[src/rtl/pause_sprite_packer.sv]
// Scans the pause-sprite bounding box through a 1-cycle LUT and packs the returned bits into frame-buffer words.
// Latency: first address one cycle after start; each bit is captured the cycle after it is issued; a word is offered the cycle after its last bit.
// Backpressure: an address is issued only if its bit can be absorbed next cycle; the address holds while stalled.
module pause_sprite_packer #(
    parameter logic [11:0] X_START   = 12'h005,
    parameter logic [11:0] X_END     = 12'h057,
    parameter logic [11:0] Y_START   = 12'h029,
    parameter logic [11:0] Y_END     = 12'h039,
    parameter int          WORD_W    = 16,
    parameter int          ADDR_W    = 16,
    parameter int          BASE_ADDR = 0
) (
    input  logic              Clk,
    input  logic              Reset,
    input  logic              start,
    output logic [23:0]       lut_addr,
    input  logic              lut_bit,
    output logic              wr_valid,
    input  logic              wr_ready,
    output logic [ADDR_W-1:0] wr_addr,
    output logic [WORD_W-1:0] wr_data,
    output logic              busy,
    output logic              done
);
    localparam int POS_W = (WORD_W > 1) ? $clog2(WORD_W) : 1;

    typedef enum logic [1:0] {IDLE, SCAN, DRAIN} state_t;
    state_t state, state_nxt;

    logic [11:0]       x_cnt, y_cnt;
    logic [POS_W-1:0]  bit_pos;
    logic [ADDR_W-1:0] word_addr;

    logic              inflt_vld, inflt_last;
    logic [POS_W-1:0]  inflt_pos;
    logic [ADDR_W-1:0] inflt_addr;
    logic [WORD_W-1:0] shreg, cap_word;

    logic row_end, last_addr, word_end, cap_last, accept, hold_free_next, issue;

    assign lut_addr  = {x_cnt, y_cnt};
    assign busy      = (state != IDLE);
    assign row_end   = (x_cnt == X_END);
    assign last_addr = row_end && (y_cnt == Y_END);
    assign word_end  = row_end || (bit_pos == POS_W'(WORD_W - 1));
    assign cap_last  = inflt_vld && inflt_last;
    assign accept    = wr_valid && wr_ready;

    // The holding reg is only guaranteed free next cycle if it drains now and nothing lands in it now.
    assign hold_free_next = (!wr_valid || wr_ready) && !cap_last;
    assign issue          = (state == SCAN) && (!word_end || hold_free_next);

    always_comb begin
        cap_word            = (inflt_pos == '0) ? '0 : shreg;
        cap_word[inflt_pos] = cap_word[inflt_pos] | lut_bit;
    end

    always_comb begin
        state_nxt = state;
        done      = 1'b0;
        case (state)
            IDLE:    if (start) state_nxt = SCAN;
            SCAN:    if (issue && last_addr) state_nxt = DRAIN;
            DRAIN: begin
                if (!inflt_vld && accept) begin
                    state_nxt = IDLE;
                    done      = 1'b1;
                end
            end
            default: state_nxt = IDLE;
        endcase
    end

    always_ff @(posedge Clk) begin
        if (!Reset) state <= IDLE;
        else        state <= state_nxt;
    end

    always_ff @(posedge Clk) begin
        if (!Reset) begin
            x_cnt      <= '0;
            y_cnt      <= '0;
            bit_pos    <= '0;
            word_addr  <= '0;
            inflt_vld  <= 1'b0;
            inflt_last <= 1'b0;
            inflt_pos  <= '0;
            inflt_addr <= '0;
            shreg      <= '0;
            wr_valid   <= 1'b0;
            wr_addr    <= '0;
            wr_data    <= '0;
        end else begin
            if (state == IDLE && start) begin
                x_cnt     <= X_START;
                y_cnt     <= Y_START;
                bit_pos   <= '0;
                word_addr <= ADDR_W'(BASE_ADDR);
            end else if (issue) begin
                if (row_end) begin
                    bit_pos <= '0;
                    if (last_addr) begin
                        x_cnt <= '0;
                        y_cnt <= '0;
                    end else begin
                        x_cnt <= X_START;
                        y_cnt <= y_cnt + 12'd1;
                    end
                end else begin
                    x_cnt   <= x_cnt + 12'd1;
                    bit_pos <= word_end ? '0 : bit_pos + POS_W'(1);
                end
                if (word_end) word_addr <= word_addr + ADDR_W'(1);
            end

            inflt_vld  <= issue;
            inflt_last <= word_end;
            inflt_pos  <= bit_pos;
            inflt_addr <= word_addr;

            if (inflt_vld) shreg <= cap_word;

            if (cap_last) begin
                wr_valid <= 1'b1;
                wr_addr  <= inflt_addr;
                wr_data  <= cap_word;
            end else if (accept) begin
                wr_valid <= 1'b0;
            end
        end
    end
endmodule
[config.mk]
export PLATFORM = sky130hd
export DESIGN_NAME = pause_sprite_packer
export DESIGN_NICKNAME = d
export VERILOG_FILES = /design/src/rtl/pause_sprite_packer.sv
export SDC_FILE = /design/constraint.sdc
export NUM_CORES = 1
export LEC_CHECK = 0
export ABC_AREA = 1
export BUFFER_PORTS_ARGS = -buffer_cell sky130_fd_sc_hd__buf_2
export CORE_ASPECT_RATIO = 2
export CORE_MARGIN = 2
export CORE_UTILIZATION = 59
export DETAILED_ROUTE_END_ITERATION = 7
export PLACE_DENSITY_LB_ADDON = 0.1
export SLEW_MARGIN = 5
export SYNTH_ARGS = -nofsm -noshare
export SYNTH_HDL_FRONTEND = slang
export SYNTH_SLANG_ARGS = --single-unit
export TNS_END_PERCENT = 20
[constraint.sdc]
create_clock -name Clk -period 2.2 [get_ports Clk]
set_clock_uncertainty 0.05 [all_clocks]
set_input_delay 0.55 -clock Clk [delete_from_list [all_inputs] [get_ports Clk]]
set_output_delay 0.55 -clock Clk [all_outputs]
set_load 0.05 [all_outputs]
==> results of run 1 <==
[worst register-to-register path, stage by stage (launching register included)]
cell and delay (ns):
dfxtp_1 0.41, nor2_2 0.22, inv_1 0.12, nor2_2 0.23
clkinvlp_4 0.25, nand2_1 0.25, nand3_1 0.28, nand2_1 0.13
inv_1 0.04
[sequential cells by signal, indices dropped and copies added, names as in the netlist]
signal      cells
bit_pos         4
inflt_addr     16
inflt_last      1
inflt_pos       4
inflt_vld       1
shreg          16
state           2
word_addr      16
wr_addr        16
wr_data        16
wr_valid        1
x_cnt          12
y_cnt          12
[per-layer routing]
metal	wire length [um]	vias up	track usage, %
met5	0	-	0
met4	947	0	19.2
met3	892	69	9.24
met2	9180	228	58.1
met1	5760	2661	31.0
li1	-	2854	-
[timing repair]
| item | 4_1_cts | 5_1_grt |
|---|---|---|
| gates resized for setup | 0 | 2 |
| buffers inserted | 0 | 3 |
| hold buffers | 0 | 0 |
| endpoints found under the setup margin | 0 | 1 |
[logic make-up after synthesis]
logic type      after synthesis
fa+ha+maj                     5
xor+xnor                     17
simple gates                465
flops                       117
buf+inv                     154
compound gates              106
[report_power, final]
part	leakage (nW)	total, mW	switching [mW]	internal, mW
logic	2.04	0.310	0.229	0.0806
clock network	0.281	2.68	1.06	1.61
registers	0.946	2.19	0.0373	2.15
total	3.26	5.18	1.33	3.85
[cells in the final DEF (no fill, tap or decap), types with 2 or more instances in the layout]
cell	n
nand2_1	190
nor2_1	141
inv_1	117
dfxtp_1	117
nand3_1	76
buf_2	63
a21oi_1	40
o21ai_0	39
buf_4	18
clkbuf_16	17
nor3_1	15
o21ai_2	14
a21oi_2	11
xor2_1	11
nand3b_1	10
nand2_2	8
nand4_1	7
inv_6	7
xnor2_1	6
ha_1	5
inv_2	4
nand2_4	3
nor2_2	3
clkinvlp_4	3
nor2_4	2
or2_2	2
nand3_4	2
clkinv_2	2
clkinv_4	2
[metrics by stage]
step	power [mW]	hold WS, ns	util (%)	instances	setup slack [ns]
global route	5.33	0.415	71.5	1081	0.00217
finish	5.18	0.406	71.5	1081	0.108
CTS	5.19	0.402	71.2	1078	0.146
detailed placement	2.53	0.395	65.2	1046	0.196
global placement	2.53	0.402	65.2	1046	0.214
floorplan	2.45	0.370	-	864	0.0788
[final timing paths]
kind                            cells past startpoint  slack, ns                  endpoint                       from
worst min-delay path                                2       0.41  inflt_addr[6]$_SDFF_PN0_  word_addr[6]$_SDFFE_PP0P_
worst max register to register                      8       0.11    shreg[14]$_SDFFE_PN0P_    inflt_pos[0]$_SDFF_PN0_
worst max-delay path                                8       0.11    shreg[14]$_SDFFE_PN0P_    inflt_pos[0]$_SDFF_PN0_
worst min register to register                      2       0.41  inflt_addr[6]$_SDFF_PN0_  word_addr[6]$_SDFFE_PP0P_
[area by class of cell]
cell class                      count  area share [%]
Sequential cell                   117            33.8
Clock buffer                       18            6.33
Clock inverter                     14            2.02
Timing Repair Buffer               82            6.78
Tap cell                          132            2.38
Inverter                          125            6.87
Multi-Input combinational cell    593            41.8
==> flow_summary.rst, run 1 <==
.. list-table::
   :header-rows: 1

   * - Metric
     - Value
   * - Sequential share of the synthesized area
     - 39.8%
   * - Clock transition time at the flip-flop clock pins of the worst setup and hold paths
     - 0.06 ns
   * - Peak supply drop
     - 0.593 mV
   * - Clock buffer count from CTS
     - 17
   * - Placed Instance Area
     - 6330 um2
   * - First-pass detailed-route iteration total
     - 5
   * - TritonCTS clock tree
     - yes
   * - Post-synth design cell area
     - 5880 um2
   * - Count of vias placed by the detailed router
     - 5812
   * - Global-route wire length before repair
     - 26.8 mm
   * - Most repeated cell in the gate-level netlist after synthesis
     - nand2_1
   * - Actual transition at the worst max-transition pin
     - 0.703 ns
   * - Power density over the cells
     - 746 nW/um2
   * - Type of the tightest min-delay check
     - reg2reg
   * - Area share of fa/ha/maj cells after synthesis
     - 1.06%
   * - Critical path class
     - reg2reg
   * - Simple-Gate Fraction of Synth Area
     - 35.0%
   * - CP max FO
     - 9
   * - Data arrival, critical path
     - 2.36 ns
   * - Accumulated negative setup slack
     - 0 ns
   * - Total length of routed wires
     - 16.8 mm
   * - Chip height
     - 145 um
   * - Synth Instances
     - 864
   * - Die area
     - 10800 um2
   * - Global route total overflow
     - 0
   * - Run status
     - finished clean
   * - Largest family of logic cells by synthesized area
     - simple AND/OR/NAND/NOR gates
   * - Area growth syn-to-layout
     - 17.8%
   * - Synth warnings
     - 0
   * - Number of flip-flops and latches in the synthesized netlist
     - 117
   * - Final hold vios
     - 0
   * - Kind of end point of the critical path
     - register
   * - Post-detail-place hpwl
     - 11.9 mm
   * - Longest Clk Path Bufs
     - 2
   * - Category of the worst setup path launch point
     - register
   * - Top achievable clock speed
     - 478 MHz
   * - Footprint of the multi-input gates
     - 2900 um2
   * - Number of antenna repair diodes
     - 0
   * - Latest clock arrival within the worst-skew pair
     - 0.41 ns
   * - Post-synthesis cell type with the largest combined area
     - dfxtp_1
   * - Number of rows in the core area
     - 51
   * - Total buffers and inverters traversed by the critical path
     - 3
   * - Final setup fails
     - 0
   * - Core region area
     - 9700 um2
   * - Crit share post-route
     - 95.1%
   * - Synth Net Count
     - 874
   * - Vias in the first global route
     - 5604
   * - Clock Sink Count
     - 117
   * - Minimum clock period
     - 2.09 ns
   * - Max-cap viol count
     - 0
   * - Chip Width
     - 74.6 um
   * - Library cells used by synthesis
     - 38
   * - Remaining number of nets flagged by the antenna check after routing
     - 0
   * - Post-synth top area share
     - 39.8%
   * - Starting density of the core
     - 60.7%
   * - Vias per std cell
     - 5.38
   * - FFs w/ async S/R, synth
     - 0%
   * - Initial antenna violation count
     - 0
   * - CP max-delay cell
     - dfxtp_1
   * - Setup repair after global routing missed its margin
     - false
   * - Number of levels in the clock H-tree
     - 4
   * - Headroom to the max-slew limit
     - 53.1%
   * - Drt first-iter violations
     - 278
   * - Filler cells
     - 851
   * - DRC violations left
     - 0
   * - Crit-path max cell delay
     - 0.41 ns
   * - Most instantiated flip-flop cell in the synthesis netlist
     - dfxtp_1
   * - Fraction of layout cells with a size suffix above 1
     - 17.8%
   * - Top Ports
     - 64
   * - Compound-cell area share of the yosys netlist
     - 10.7%
   * - Avg Synthesized Cell Area
     - 6.81 um2
   * - EDFF count, synth
     - 0
   * - Share of the synthesized netlist area taken by xor and xnor gates
     - 2.53%
   * - Top cells by instance count after synthesis
     - nand2_1, nor2_1, inv_1
   * - Sequence of cells on the critical path
     - nor2_2, inv_1, nor2_2, clkinvlp_4, nand2_1, nand3_1, nand2_1, inv_1
   * - GRT Util Overall
     - 32.5%
   * - Count of buffers from port buffering
     - 63
   * - Routed length per instance
     - 15.5 um
   * - Storage element area
     - 2340 um2
   * - Clock tree root buffer cell
     - clkbuf_16
   * - Multiplexer share of the synthesized area
     - 0%
   * - Final net count
     - 946
   * - Largest net degree at the start of global routing
     - 49
   * - Cell types with the largest area share after synthesis
     - dfxtp_1, nand2_1, nor2_1
   * - Data required, critical path
     - 2.46 ns
   * - Max-slew violation count
     - 0
   * - Critical path's top delay family
     - simple AND/OR/NAND/NOR gates
   * - Pleak
     - 3.26 nW
   * - Routability cong.
     - 1.16
   * - Non-Filler Cell Area, Final
     - 6930 um2
Power figures use the tool's default switching activity.
==> run 2: changes to the inputs <==
- CORE_UTILIZATION: 59 -> 60
- clock period: 2.2 -> 2.6 ns (I/O delays scaled with it)
==> run 2 against run 1 <==
Hold slack improved by 0.0075 ns. Critical path depth fell by 4. Routed wire length fell by 5.6%. Clock power fell by 10%. Die area fell by 1.6%. Via count fell by 1.9%. Core utilization fell by 0.29 points. Count of clock-buffer cells in the layout did not move. Sequential power fell by 16%. Total power fell by 13%. Non-clock buffer count fell by 11. Global-route usage fell by 1.9 points. Critical path type is now reg2out. Largest cell class unchanged.
==> flow_summary.rst, run 2 (same netlist as run 1, synthesis figures left out) <==
.. list-table::
   :header-rows: 1

   * - Metric
     - Value
   * - Number of rows in the core area
     - 51 (unchanged)
   * - Pleak
     - 3.22 nW (-1.4%)
   * - Longest Clk Path Bufs
     - 2 (unchanged)
   * - Highest-count cells in the layout ignoring fill and taps
     - nand2_1, nor2_1, inv_1
   * - Count of vias placed by the detailed router
     - 5704 (-1.9%)
   * - Run status
     - finished clean
   * - Latest clock arrival within the worst-skew pair
     - 0.41 ns (about the same)
   * - Total length of routed wires
     - 15.8 mm (-5.6%)
   * - Number of hold-repair buffers added at the cts stage
     - 0 (unchanged)
   * - Routed length per instance
     - 14.8 um (-4.7%)
   * - Clock Sink Count
     - 117 (unchanged)
   * - Core region area
     - 9640 um2 (-0.66%)
   * - Global-route wire length before repair
     - 24.7 mm (-7.7%)
   * - Setup repair after global routing missed its margin
     - false
   * - Number of antenna repair diodes
     - 0 (unchanged)
   * - TritonCTS clock tree
     - yes
   * - Footprint of the multi-input gates
     - 2900 um2 (about the same)
   * - Kind of end point of the critical path
     - output port
   * - Global route total overflow
     - 0 (unchanged)
   * - Area growth syn-to-layout
     - 16.6%
   * - Power density over the cells
     - 656 nW/um2 (-12%)
   * - Capturing point of the worst reg2reg path
     - shreg[12]$_SDFFE_PN0P_
   * - Chip Width
     - 74.0 um (-0.79%)
   * - Post-detail-place hpwl
     - 11.4 mm (-4.4%)
   * - Data arrival, critical path
     - 1.60 ns (-0.76 ns)
   * - Number of levels in the clock H-tree
     - 4 (unchanged)
   * - Final setup fails
     - 0 (unchanged)
   * - Chip height
     - 144 um (-0.82%)
   * - Worst r2r path cells
     - 10 (+2)
   * - Crit Reg-Reg Startpoint
     - inflt_pos[0]$_SDFF_PN0_
   * - DRC violations left
     - 0 (unchanged)
   * - Headroom to the max-slew limit
     - 54.6% (+1.6 points)
   * - Clock buffer count from CTS
     - 17 (unchanged)
   * - Initial antenna violation count
     - 0 (unchanged)
   * - Launch point of the critical path
     - inflt_vld$_SDFF_PN0_
   * - Accumulated negative setup slack
     - 0 ns (unchanged)
   * - Storage element area
     - 2340 um2 (unchanged)
   * - Register-to-Register Setup Slack
     - 0.35 ns (+0.24 ns)
   * - First-pass detailed-route iteration total
     - 5 (unchanged)
   * - Non-Filler Cell Area, Final
     - 6860 um2 (-1.1%)
   * - Critical path class
     - reg2out
   * - Largest net degree at the start of global routing
     - 49 (unchanged)
   * - GRT Util Overall
     - 30.6% (-1.9 points)
   * - Data required, critical path
     - 1.90 ns (-0.56 ns)
   * - Clock transition time at the flip-flop clock pins of the worst setup and hold paths
     - 0.06 ns (about the same)
   * - Top Ports
     - 64 (unchanged)
   * - Starting density of the core
     - 61.1% (+0.40 points)
   * - Final net count
     - 935 (-1.2%)
   * - Vias per std cell
     - 5.33 (-0.85%)
   * - Actual transition at the worst max-transition pin
     - 0.679 ns (-0.0236 ns)
   * - Count of buffers from port buffering
     - 63 (unchanged)
   * - Drt first-iter violations
     - 264 (-5.0%)
   * - Clock tree root buffer cell
     - clkbuf_16
   * - Minimum clock period
     - 2.30 ns
   * - Max-cap viol count
     - 0 (unchanged)
   * - Placed Instance Area
     - 6250 um2 (-1.1%)
   * - Remaining number of nets flagged by the antenna check after routing
     - 0 (unchanged)
   * - Max-slew violation count
     - 0 (unchanged)
   * - Fraction of layout cells with a size suffix above 1
     - 16.5% (-1.3 points)
   * - Commonest non-fill, non-tap cell in the layout
     - nand2_1
   * - Resized Gates After CTS
     - 0 (unchanged)
   * - Top achievable clock speed
     - 434 MHz
   * - Crit share post-route
     - 88.7%
   * - CP max FO
     - 8 (-1)
   * - Peak supply drop
     - 0.580 mV (-2.2%)
   * - Type of the tightest min-delay check
     - reg2reg
   * - Filler cells
     - 803 (-5.6%)
   * - Routability cong.
     - 1.04 (-10%)
   * - Vias in the first global route
     - 5376 (-4.1%)
   * - Category of the worst setup path launch point
     - register
   * - Postcts setup bufs
     - 0 (unchanged)
   * - Die area
     - 10700 um2 (-1.6%)
   * - Final hold vios
     - 0 (unchanged)
   * - Capture point of the worst path
     - done
run 2: changes by cell type in the layout (fill, tap and decap cells not counted), sizes merged:
cell and delta:
buf -11, bufinv +2, clkinv +2, clkinvlp +1, inv -5
run 2: where the power goes:
group	internal, mW	leakage (nW)	switching (mW)
logic	0.0630	1.99	0.182
clock network	1.51	0.283	0.883
registers	1.82	0.946	0.0325
run 2: layout make-up:
| cell class | count | area share [%] |
|---|---|---|
| multi-input combinational | 593 | 42.2 |
| sequential | 117 | 34.1 |
| inverter | 125 | 6.89 |
| clock buffer | 18 | 6.26 |
| timing repair buffer | 71 | 5.47 |
| clock inverter | 14 | 2.59 |
| tap | 132 | 2.41 |
run 2: worst max-delay path, stage by stage (launching register included):
cell     delay [ns]
dfxtp_1        0.40
inv_1          0.22
nand3_1        0.17
nor2_1         0.12
buf_2          0.29
run 2: per-stage QoR:
step                      power (mW)  hold WS, ns  utilization, %  instances  setup slack, ns
final                           4.50        0.414            71.2       1070            0.295
after CTS                       4.51        0.412            71.2       1070            0.272
after global placement          2.13        0.396            64.9       1038            0.461
after detailed placement        2.13        0.401            64.9       1038            0.455
after floorplan                 2.07        0.370               -        864            0.437
after global routing            4.62        0.445            71.2       1070            0.187
run 2: worst min-delay path by stage:
| stage | from | endpoint | cells after the start |
|---|---|---|---|
| finish | word_addr[15]$_SDFFE_PP0P_ | inflt_addr[15]$_SDFF_PN0_ | 2 |
| floorplan | word_addr[6]$_SDFFE_PP0P_ | inflt_addr[6]$_SDFF_PN0_ | 2 |
| global route | word_addr[15]$_SDFFE_PP0P_ | inflt_addr[15]$_SDFF_PN0_ | 2 |
| detailed placement | word_addr[15]$_SDFFE_PP0P_ | inflt_addr[15]$_SDFF_PN0_ | 2 |
| global placement | word_addr[15]$_SDFFE_PP0P_ | inflt_addr[15]$_SDFF_PN0_ | 2 |
| CTS | word_addr[6]$_SDFFE_PP0P_ | inflt_addr[6]$_SDFF_PN0_ | 2 |
run 2: routing by layer:
layer | track usage [%] | vias up | share of wire, %
li1 | - | 2821 | -
met1 | 28.0 | 2641 | 34
met2 | 58.1 | 180 | 56
met3 | 5.78 | 62 | 3.7
met4 | 19.8 | 0 | 6.2
met5 | 0 | - | 0
==> run 3: changes to the inputs <==
- CORE_UTILIZATION: 60 -> 50
==> run 3 against run 2 <==
Count of clock-buffer cells in the layout stayed put. Cell count increased by 1.1%. Clock power is 5% lower. Worst setup slack better by 0.059 ns. Largest power group unchanged.
==> flow_summary.rst, run 3 (same netlist as run 1, synthesis figures left out) <==
.. list-table::
   :header-rows: 1

   * - Metric
     - Value
   * - Remaining number of nets flagged by the antenna check after routing
     - 0 (unchanged)
   * - Largest net degree at the start of global routing
     - 49 (unchanged)
   * - Register-to-Register Setup Slack
     - 0.37 ns (+0.02 ns)
   * - Highest-count cells in the layout ignoring fill and taps
     - nand2_1, nor2_1, inv_1
   * - Footprint of the multi-input gates
     - 2900 um2 (unchanged)
   * - First-pass detailed-route iteration total
     - 5 (unchanged)
   * - Number of levels in the clock H-tree
     - 4 (unchanged)
   * - Number of hold-repair buffers added at the cts stage
     - 0 (unchanged)
   * - Minimum clock period
     - 2.25 ns (-0.0592 ns)
   * - Run status
     - finished clean
   * - Starting density of the core
     - 50.6% (-10 points)
   * - Post-detail-place hpwl
     - 11.7 mm (+2.4%)
   * - Longest Clk Path Bufs
     - 2 (unchanged)
   * - Data required, critical path
     - 1.90 ns (about the same)
   * - Category of the worst setup path launch point
     - register
   * - Final net count
     - 934 (-0.11%)
   * - Final setup fails
     - 0 (unchanged)
   * - Die area
     - 12700 um2 (+19%)
   * - Count of buffers from port buffering
     - 63 (unchanged)
   * - Peak supply drop
     - 0.461 mV (-21%)
   * - Setup repair after global routing missed its margin
     - false
   * - Power share of the sequential group
     - 42.2% (+1.0 points)
   * - TritonCTS clock tree
     - yes
   * - Internal power contribution
     - 3.25 mW (-4.4%)
   * - Headroom to the max-slew limit
     - 54.3% (-0.38 points)
   * - CP max-delay cell
     - dfxtp_1
   * - Switching portion of total power
     - 26.0% (+1.5 points)
   * - Crit share post-route
     - 86.4% (-2.3 points)
   * - Clock transition time at the flip-flop clock pins of the worst setup and hold paths
     - 0.06 ns (about the same)
   * - Postcts setup bufs
     - 0 (unchanged)
   * - Critical path's top delay family
     - buffers and inverters
   * - Vias in the first global route
     - 5386 (+0.19%)
   * - Routability cong.
     - 0.959 (-7.9%)
   * - Clock tree root buffer cell
     - clkbuf_16
   * - Chip Width
     - 80.7 um (+9.0%)
   * - Number of antenna repair diodes
     - 0 (unchanged)
   * - Clock Sink Count
     - 117 (unchanged)
   * - Worst r2r path cells
     - 10 (unchanged)
   * - Global route total overflow
     - 0 (unchanged)
   * - Core region area
     - 11600 um2 (+21%)
   * - Power density over the cells
     - 640 nW/um2 (-2.3%)
   * - Combinational group share of total power
     - 5.7% (+0.2 points)
   * - Latest clock arrival within the worst-skew pair
     - 0.41 ns (about the same)
   * - Crit Reg-Reg Startpoint
     - inflt_pos[0]$_SDFF_PN0_
   * - Accumulated negative setup slack
     - 0 ns (unchanged)
   * - Number of rows in the core area
     - 56 (+9.8%)
   * - Vias per std cell
     - 5.27 (-1.1%)
   * - Drt first-iter violations
     - 243 (-8.0%)
   * - Actual transition at the worst max-transition pin
     - 0.685 ns (+0.00563 ns)
   * - Kind of end point of the critical path
     - output port
   * - Switching power
     - 1.14 mW (+3.8%)
   * - Power, Total
     - 4.39 mW (-2.4%)
   * - Commonest non-fill, non-tap cell in the layout
     - nand2_1
   * - Chip height
     - 157 um (+9.3%)
   * - Filler cells
     - 1205 (+50%)
   * - Post-route core utilization
     - 58.9% (-12 points)
   * - Type of the tightest min-delay check
     - reg2reg
   * - Count of vias placed by the detailed router
     - 5707 (+0.053%)
   * - Critical path class
     - reg2out
   * - Pleak
     - 3.20 nW (-0.38%)
   * - Fraction of layout cells with a size suffix above 1
     - 16.5% (+0.018 points)
   * - Resized Gates After CTS
     - 0 (unchanged)
   * - Total length of routed wires
     - 16.1 mm (+1.4%)
   * - Routed length per instance
     - 14.8 um (+0.32%)
   * - GRT Util Overall
     - 26.3% (-4.3 points)
   * - Storage element area
     - 2340 um2 (unchanged)
   * - Clock buffer count from CTS
     - 17 (unchanged)
   * - Sequence of cells on the critical path
     - inv_1, nand3_1, nor2_1, buf_2
   * - Top Ports
     - 64 (unchanged)
   * - Capturing point of the worst reg2reg path
     - wr_data[5]$_SDFFE_PN0P_
   * - Hold Startpoint
     - word_addr[15]$_SDFFE_PP0P_
   * - Crit-path max cell delay
     - 0.36 ns (-0.04 ns)
   * - Max-slew violation count
     - 0 (unchanged)
   * - Worst-case setup margin in the final layout
     - 0.354 ns (+0.0592 ns)
   * - Total buffers and inverters traversed by the critical path
     - 2 (unchanged)
   * - Top achievable clock speed
     - 445 MHz (+2.6%)
   * - Clock share of power
     - 52.1% (-1.2 points)
   * - Worst hold slack across all endpoints
     - 0.413 ns (-0.000346 ns)
   * - Global-route wire length before repair
     - 25.6 mm (+3.3%)
   * - Initial antenna violation count
     - 0 (unchanged)
   * - Data arrival, critical path
     - 1.55 ns (-0.05 ns)
   * - CP max FO
     - 6 (-2)
   * - DRC violations left
     - 0 (unchanged)
   * - Area growth syn-to-layout
     - 16.5% (about the same)
   * - Hold Path Sink
     - inflt_addr[15]$_SDFF_PN0_
   * - Max-cap viol count
     - 0 (unchanged)
   * - Post-Place Setup Slack
     - 0.454 ns (-0.00137 ns)
   * - Number of stages on the worst hold path
     - 2 (unchanged)
   * - Final hold vios
     - 0 (unchanged)
## run 3: cell count changes in the layout (fill, tap and decap cells not counted), sizes merged
| cell | before | now |
|---|---|---|
| buf | 71 | 70 |
| bufinv | 3 | 1 |
| clkinv | 7 | 4 |
| inv | 125 | 130 |
## run 3: worst max path at each step
stage,start,to,depth (start not counted)
final,inflt_vld$_SDFF_PN0_,done,4
after global placement,inflt_pos[0]$_SDFF_PN0_,wr_data[8]$_SDFFE_PN0P_,10
after floorplan,wr_valid$_SDFFE_PN0P_,done,2
after global routing,inflt_vld$_SDFF_PN0_,word_addr[2]$_SDFFE_PP0P_,8
after detailed placement,inflt_pos[0]$_SDFF_PN0_,wr_data[4]$_SDFFE_PN0P_,10
after CTS,inflt_vld$_SDFF_PN0_,done,4
## run 3: worst register-to-register path: cells and delay by family, from the launching register on
kind	cells	cell delay, ns
flip-flops	1	0.56
AO/OA/AOI/OAI	1	0.15
buffers and inverters	2	0.34
AND/OR/NAND/NOR	7	1.04
## run 3: cell type report
cell class	count	share of cell area, %
clock buffers	18	6.41
clock inverters	14	2.06
inverters	125	6.90
multi-input cells	593	42.3
flip-flops and latches	117	34.2
well taps	145	2.65
repair buffers	70	5.55
## run 3: stage by stage
stage	cell area (um2)	instances
floorplan	5880	864
global placement	6270	1050
detailed placement	6270	1050
CTS	6860	1082
global route	6860	1082
finish	6860	1082
## run 3: metal layers
layer | vias up | global-route usage (%) | share of wire (%)
met1 | 2626 | 25.6 | 36
met5 | - | 0 | 0
met4 | 0 | 16.1 | 4.6
li1 | 2840 | - | -
met2 | 180 | 49.8 | 56
met3 | 61 | 4.36 | 3.8
## run 3: power by group through the flow
stage	Combinational [mW]	Sequential, mW	Clock [mW]
6_report	0.249	1.85	2.29
5_1_grt	0.276	1.86	2.39
4_1_cts	0.248	1.85	2.32
3_5_place_dp	0.247	1.89	0
3_3_place_gp	0.243	1.89	0
2_1_floorplan	0.163	1.91	0
